`config.mk`:
```
export PLATFORM = sky130hd
export DESIGN_NAME = alu_arbiter
export DESIGN_NICKNAME = d
export VERILOG_FILES = /design/src/rtl/alu_arbiter.sv
export SDC_FILE = /design/constraint.sdc
export NUM_CORES = 1
export LEC_CHECK = 0
export CORE_ASPECT_RATIO = 0.75
export CORE_MARGIN = 3
export CORE_UTILIZATION = 55
export CTS_BUF_LIST = sky130_fd_sc_hd__clkbuf_2 sky130_fd_sc_hd__clkbuf_4 sky130_fd_sc_hd__clkbuf_8
export CTS_CLUSTER_SIZE = 20
export DETAILED_ROUTE_END_ITERATION = 10
export PLACE_DENSITY_LB_ADDON = 0.12
export SLEW_MARGIN = 20
export SYNTH_ARGS = -nofsm -noshare
export SYNTH_HDL_FRONTEND = slang
export SYNTH_SLANG_ARGS = --single-unit
```
`constraint.sdc`:
```
create_clock -name clk -period 8.7 [get_ports clk]
set_input_delay 0.87 -clock clk [delete_from_list [all_inputs] [get_ports clk]]
set_output_delay 0.87 -clock clk [all_outputs]
set_load 0.05 [all_outputs]
```
`src/rtl/alu_arbiter.sv`:
```
// Two-requester arbiter around a 7-bit NOT/ROR ALU: accept -> EXEC -> RESP, response valid two cycles after accept.
// One command in flight; requests are refused while busy and rsp_ready low holds the response indefinitely.
module alu_arbiter #(
  parameter bit FAIR = 1'b1
) (
  input  logic       clk,
  input  logic       rst,
  input  logic       req0_valid,
  output logic       req0_ready,
  input  logic [6:0] req0_a,
  input  logic [6:0] req0_b,
  input  logic [1:0] req0_op,
  input  logic       req1_valid,
  output logic       req1_ready,
  input  logic [6:0] req1_a,
  input  logic [6:0] req1_b,
  input  logic [1:0] req1_op,
  output logic       rsp_valid,
  input  logic       rsp_ready,
  output logic       rsp_id,
  output logic [6:0] rsp_r,
  output logic       rsp_cf,
  output logic       rsp_sf,
  output logic       rsp_zf,
  output logic       busy,
  output logic [7:0] ops_done
);

  typedef enum logic [1:0] {IDLE, EXEC, RESP} state_t;

  state_t     state;
  logic       prio;
  logic       gnt;
  logic       accept;
  logic [6:0] a_q;
  logic [6:0] b_q;
  logic [1:0] op_q;
  logic       id_q;
  logic [6:0] rot;
  logic [2:0] bmod;
  logic [6:0] alu_r;
  logic       alu_cf;

  // gnt selects requester 1; on a tie the priority pointer (or req0 when not fair) wins
  always_comb begin
    gnt = 1'b0;
    if (req0_valid && req1_valid) gnt = FAIR ? prio : 1'b0;
    else                          gnt = req1_valid;
  end

  assign accept     = (state == IDLE) && !rst && (req0_valid || req1_valid);
  assign req0_ready = accept && !gnt;
  assign req1_ready = accept && gnt;
  assign busy       = (state != IDLE);

  // A rotation by 7 on a 7-bit word is the identity, which the doubled word gives for free
  assign rot  = 7'({a_q, a_q} >> b_q[2:0]);
  assign bmod = 3'(b_q % 7'd7);

  always_comb begin
    alu_r  = 7'd0;
    alu_cf = 1'b0;
    case (op_q)
      2'b00: alu_r = ~a_q;
      2'b01: begin
        alu_r  = rot;
        alu_cf = a_q[bmod];
      end
      default: ;
    endcase
  end

  always_ff @(posedge clk) begin
    if (rst) begin
      state     <= IDLE;
      prio      <= 1'b0;
      a_q       <= 7'd0;
      b_q       <= 7'd0;
      op_q      <= 2'b00;
      id_q      <= 1'b0;
      rsp_valid <= 1'b0;
      rsp_id    <= 1'b0;
      rsp_r     <= 7'd0;
      rsp_cf    <= 1'b0;
      rsp_sf    <= 1'b0;
      rsp_zf    <= 1'b0;
      ops_done  <= 8'd0;
    end else begin
      case (state)
        IDLE: if (accept) begin
          a_q   <= gnt ? req1_a  : req0_a;
          b_q   <= gnt ? req1_b  : req0_b;
          op_q  <= gnt ? req1_op : req0_op;
          id_q  <= gnt;
          prio  <= FAIR ? ~gnt : 1'b0;
          state <= EXEC;
        end
        EXEC: begin
          rsp_r     <= alu_r;
          rsp_cf    <= alu_cf;
          rsp_sf    <= alu_r[6];
          rsp_zf    <= (alu_r == 7'd0);
          rsp_id    <= id_q;
          rsp_valid <= 1'b1;
          state     <= RESP;
        end
        RESP: if (rsp_ready) begin
          rsp_valid <= 1'b0;
          if (ops_done != 8'hFF) ops_done <= ops_done + 8'd1;
          state <= IDLE;
        end
        default: state <= IDLE;
      endcase
    end
  end

endmodule

```
After elaboration in Yosys (flattened, before gate mapping)

Cells that the tools add are included.

$add $sub $neg: 1
Div/mod/pow operators: 1
Magnitude comparators: 1
Equal/unequal tests: 6
Shifts and indexed selects: 1
Multiplexer cells: 13
Bitwise operators: 2
Reductions and logical operators: 17

Operators with widths:

| kind                | number |
|---|---|
| $mux 7              | 2 |
| $pmux 7 s2          | 1 |
| $shr 14x3->7        | 1 |
| $add 8x1->8 const B | 1 |
| $ne 8x8->1 const B  | 1 |
| $logic_not 7->1     | 1 |
| $mod 7x3->7 const B | 1 |
| $not 7->7           | 1 |
| $mux 2              | 3 |
| $pmux 2 s3          | 1 |
| $reduce_and 2->1    | 3 |
| $logic_and 1x1->1   | 5 |
| $eq 2x1->1 const B  | 2 |
| $logic_not 2->1     | 2 |
| $lt 3x4->1 const B  | 1 |
| $mux 1              | 4 |
| $ne 2x2->1 const B  | 2 |
| $reduce_bool 2->1   | 2 |
| $bmux 1 s3          | 1 |
| $reduce_and 3->1    | 1 |
| $eq 2x2->1 const B  | 1 |
| $logic_not 1->1     | 2 |
| $pmux 1 s2          | 1 |
| $logic_or 1x1->1    | 1 |
| $not 1->1           | 1 |

Register bits: 40
Input port bits: 37
Output and inout port bits: 23
Word-level logic and storage cells: 55

Depth between registers and ports, before layout

Depth after elaboration: 5
Depth in mapped cells: 16
Gate-level depth less buffers: 14

Least setup slack after synthesis

Ideal clock, no wire load.

Path kind: input-to-output
Start point: input req0_valid
End point: output req1_ready
Arrival: 2.635 ns
Data required time: 7.830 ns
Slack: 5.195 ns
Stages on the path: 5
Buffers on the path: 2
Path through: inv_1 > o21ai_0 > buf_1 > buf_1 > nor3_1

Word-level cells in the longest chain between the ends: 3
Elaborated cells between the ends (all ways): 5
Classes of those cells: mux (1); reduce/logical (4)

RTL lines:

| item                                                         | line   | RTL |
|---|---|---|
| from (decl)                                                  | 8      | `input logic req0_valid,` |
| $logic_and 1x1->1 / $logic_or 1x1->1 (equally long branches) | 47, 51 |  |
| $mux 1 / $logic_and 1x1->1 (equally long branches)           | 47, 51 |  |
| $logic_and 1x1->1 (*)                                        | 53     | `assign req1_ready = accept && gnt;` |
| to (decl)                                                    | 14     | `output logic req1_ready,` |

Mark *: on every way between the ends. The rest lies on a longest branch, timed or not.

Final worst setup path

Start point: input req0_valid
End point: output req0_ready

Word-level cells in the longest chain between the ends: 4
Elaborated cells between the ends (all ways): 6
Classes of those cells: mux (1); reduce/logical (5)

RTL lines:

| item                  | line | RTL |
|---|---|---|
| $logic_and 1x1->1     | 47   | `if (req0_valid && req1_valid) gnt = FAIR ? prio : 1'b0;` |
| $mux 1                | 47   |  |
| $logic_not 1->1       | 52   | `assign req0_ready = accept && !gnt;` |
| $logic_and 1x1->1 (*) | 52   |  |
| to (decl)             | 9    | `output logic req0_ready,` |

Marked as above.

==> flow_summary.toml <==
[worst_setup_path]
cp_cell_sequence = "clkdlybuf4s50_1 -> inv_1 -> o21ai_4 -> and2_1 -> clkdlybuf4s50_1"
crit_path_start_kind = "primary input"
startpoint = "req0_valid"
r2r_start = "b_q[2]"
cp_data_arrival_time_ns = 3.03
worstRegToRegCells = 11
path_class = "in2out"
critical_path_buf_inv_count = 3
cp_num_cells = 5
critical_path.max_fanout = 19
endpoint = "req0_ready"
slowest_stage = "clkdlybuf4s50_1"
timing.rr.end = "rsp_cf"
r2r_setup_slack_ns = 4.99
max_stage_delay_ns = 0.80
crit_path_frequent_cell = "clkdlybuf4s50_1"
crit_required_ns = 7.83
endpoint_kind = "output pin"
crit_family = "buffers and inverters"

[routing]
viasPerCell = 5.974
wl_per_cell_um = 14.73
drc = 0
ant_nets = 0
drt_iter0_markers = 188
firstDrtPassIters = 4
dr_total_vias = 2521
totalWireLength_um = 6217

[layout]
drive_gt1_share_pct = 10.96
diodes = 0
nets = 404
postLayoutCoreUtil_pct = 73.43
area_delta_synth_final_pct = 25.32
fillers = 375

[floorplan]
die_h_um = 66.44
die_width_um = 86.59
core_um2 = 4572
start_util_pct = 58.59
io_pins = 60
dieArea_um2 = 5753
rows = 21

[pwr]
power_switching_mw = 0.2224
clkPwrFrac_pct = 26.3
power_leakage_nw = 1.249
max-vdd-ir-drop_mv = 0.1018
combPwrFrac_pct = 36.3
switching_share_pct = 36.05
power_frac_seq_pct = 37.3
p_per_area_nw_per_um2 = 183.7
cell_internal_pwr_mw = 0.3944

[min_path]
hp-class = "reg2reg"

[logic_synthesis]
synth_cells = 326
synth_area_um2 = 2679
syn_area_per_cell_um2 = 8.217
synth_edf_count = 0
synth_cell_types = 60
synth.net_count = 366
yosysSeqAreaShare_pct = 29.15
ys.flop_type = "dfxtp_1"
ys_ff_latch = 39
synthArstFlopShare_pct = 0
synth_warnings = 0

[sta]
clock.fmax_ghz = 0.2567
fin_crit_sh_pct = 44.78
slew_viol_final = 0
skew_ns = 0.009041
layout_setup_ws_ns = 4.804
finalWorstPathRequiredPeriod_ns = 3.896
tightest_slew_ns = 0.8100
rsz0062_at_grt = "false"
hold_viol_final = 0
finalSetupTns_ns = 0
relSlewSlack_pct = 45.93
finalSetupViolCount = 0

[grt]
grt_pass1_vias = 2330
grt_pass1_wl_um = 10780
antenna_found_initial = 0
grt_use_total_pct = 23.54
grt_max_degree = 42
grt_overflow = 0

[clock_tree]
cts_root_buffer = "clkbuf_8"
clk_pin_slew_ns = 0.07
worst_skew_pair.late_latency_ns = 0.30
cts_tree = "done"
cts_made_buffers = 5
clk_path_buf_depth = 2
clock-sinks = 39
htreeDepth = 2
holdBufCountCts = 0
cts_resized = 0
cts_setup_buffers = 0

[place]
pre_cts_ws_ns = 4.494
hpwl_um = 4412
gp_congestion = 0.8208
io_buffers = 59

[outcome]
status = "finished clean"

[job]
cap_violations = 0
## per-layer routing
layer	vias up	routed length (um)	part of all wire [%]	global-route usage, %
li1	1267	-	-	-
met1	1162	3048	49	33.69
met2	81	2703	43	33.68
met3	11	372	6.0	6.849
met4	0	93	1.5	7.588
met5	-	0	0	0
## power by group through the flow
stage / Clock, mW / Sequential [mW] / Combinational [mW]
after floorplan: 0 / 0.223 / 0.179
after global placement: 0 / 0.232 / 0.217
after detailed placement: 0 / 0.234 / 0.221
after CTS: 0.163 / 0.230 / 0.223
after global routing: 0.172 / 0.236 / 0.248
final: 0.163 / 0.230 / 0.224
## cell usage in the layout, fill, tap and decap left out, types with 3 or more instances in the layout
master / count
or2_2: 3
mux4_2: 7
and3_1: 3
mux2i_1: 17
dfxtp_1: 39
o211ai_1: 3
a211oi_1: 17
xor2_1: 5
mux2_2: 8
a21oi_1: 26
nand4_1: 5
ha_1: 3
clkdlybuf4s50_1: 59
o21ai_0: 10
or3_1: 3
nand2_1: 29
nand3_1: 3
nor4b_1: 3
nor2_1: 48
inv_1: 6
xnor2_1: 3
nor3_1: 7
nor2b_1: 4
clkbuf_8: 6
## synth_stat cells, drive strengths merged (3+ instances only)
master,instances,area (um^2)
o41ai,3,52.56
mux2i,17,170.2
nand2,30,115.1
inv,6,22.52
and3,3,18.77
nor4b,3,26.28
nor2,50,190.2
nor2b,4,25.02
nand4,5,31.28
o211ai,3,22.52
nor3,7,35.03
mux2,9,105.1
a211oi,18,147.6
a21oi,27,138.9
or3,3,18.77
o21ai,12,60.05
or2,3,18.77
xnor2,3,26.28
nand3,3,15.01
buf,14,75.07
ha,3,37.54
xor2,5,43.79
or3b,3,26.28
mux4,7,157.7
dfxtp,39,780.8
clkbuf,15,56.30
## flip-flops by register name, summed over array words and instances, names as in the netlist, 2 cells and up
| register | count |
|---|---|
| a_q | 7 |
| b_q | 7 |
| op_q | 2 |
| ops_done | 8 |
| rsp_r | 7 |
| state | 2 |
## cells by family (layout without fill, tap and decap cells)
kind of cell	count (synthesis)	count (layout)	synth area share, %
simple gates	126	126	22.79
compound gates	80	80	21.39
flops	39	39	29.15
buf+inv	35	74	5.745
mux	33	33	16.16
xor+xnor	8	8	2.616
fa+ha+maj	5	5	2.149
## final cells by class
class                   count  area [um^2]  share of cell area (%)
clock buffers               6        82.58                   2.460
inverters                   6        22.52                  0.6709
repair buffers             60        598.1                   17.82
clock inverters             2        38.79                   1.155
well taps                  57        71.32                   2.124
flip-flops and latches     39        780.7                   23.26
multi-input cells         252         1763                   52.52
## tightest hold or removal path, stage by stage, from the launching register on
cell	delay, ns
dfxtp_1	0.31
nand2_1	0.05
a21oi_1	0.05
## worst min path at each step
stage,from,endpoint,slack [ns],cells past startpoint
2_1_floorplan,id_q,rsp_id,0.43,2
3_3_place_gp,rsp_r[2],rsp_r[2],0.44,2
3_5_place_dp,rsp_r[3],rsp_r[3],0.45,2
4_1_cts,rsp_r[3],rsp_r[3],0.46,2
5_1_grt,rsp_r[0],rsp_r[0],0.49,2
6_report,rsp_r[2],rsp_r[2],0.46,2
## stage by stage
stage | total power [mW] | area (um^2) | instances | hold WS, ns
floorplan | 0.4014 | 2679 | 326 | 0.4323
global placement | 0.4489 | 3223 | 414 | 0.4430
detailed placement | 0.4543 | 3223 | 414 | 0.4487
CTS | 0.6155 | 3344 | 422 | 0.4588
global route | 0.6553 | 3357 | 422 | 0.4909
finish | 0.6168 | 3357 | 422 | 0.4579
Note: power is estimated with default switching activity, not from simulation.
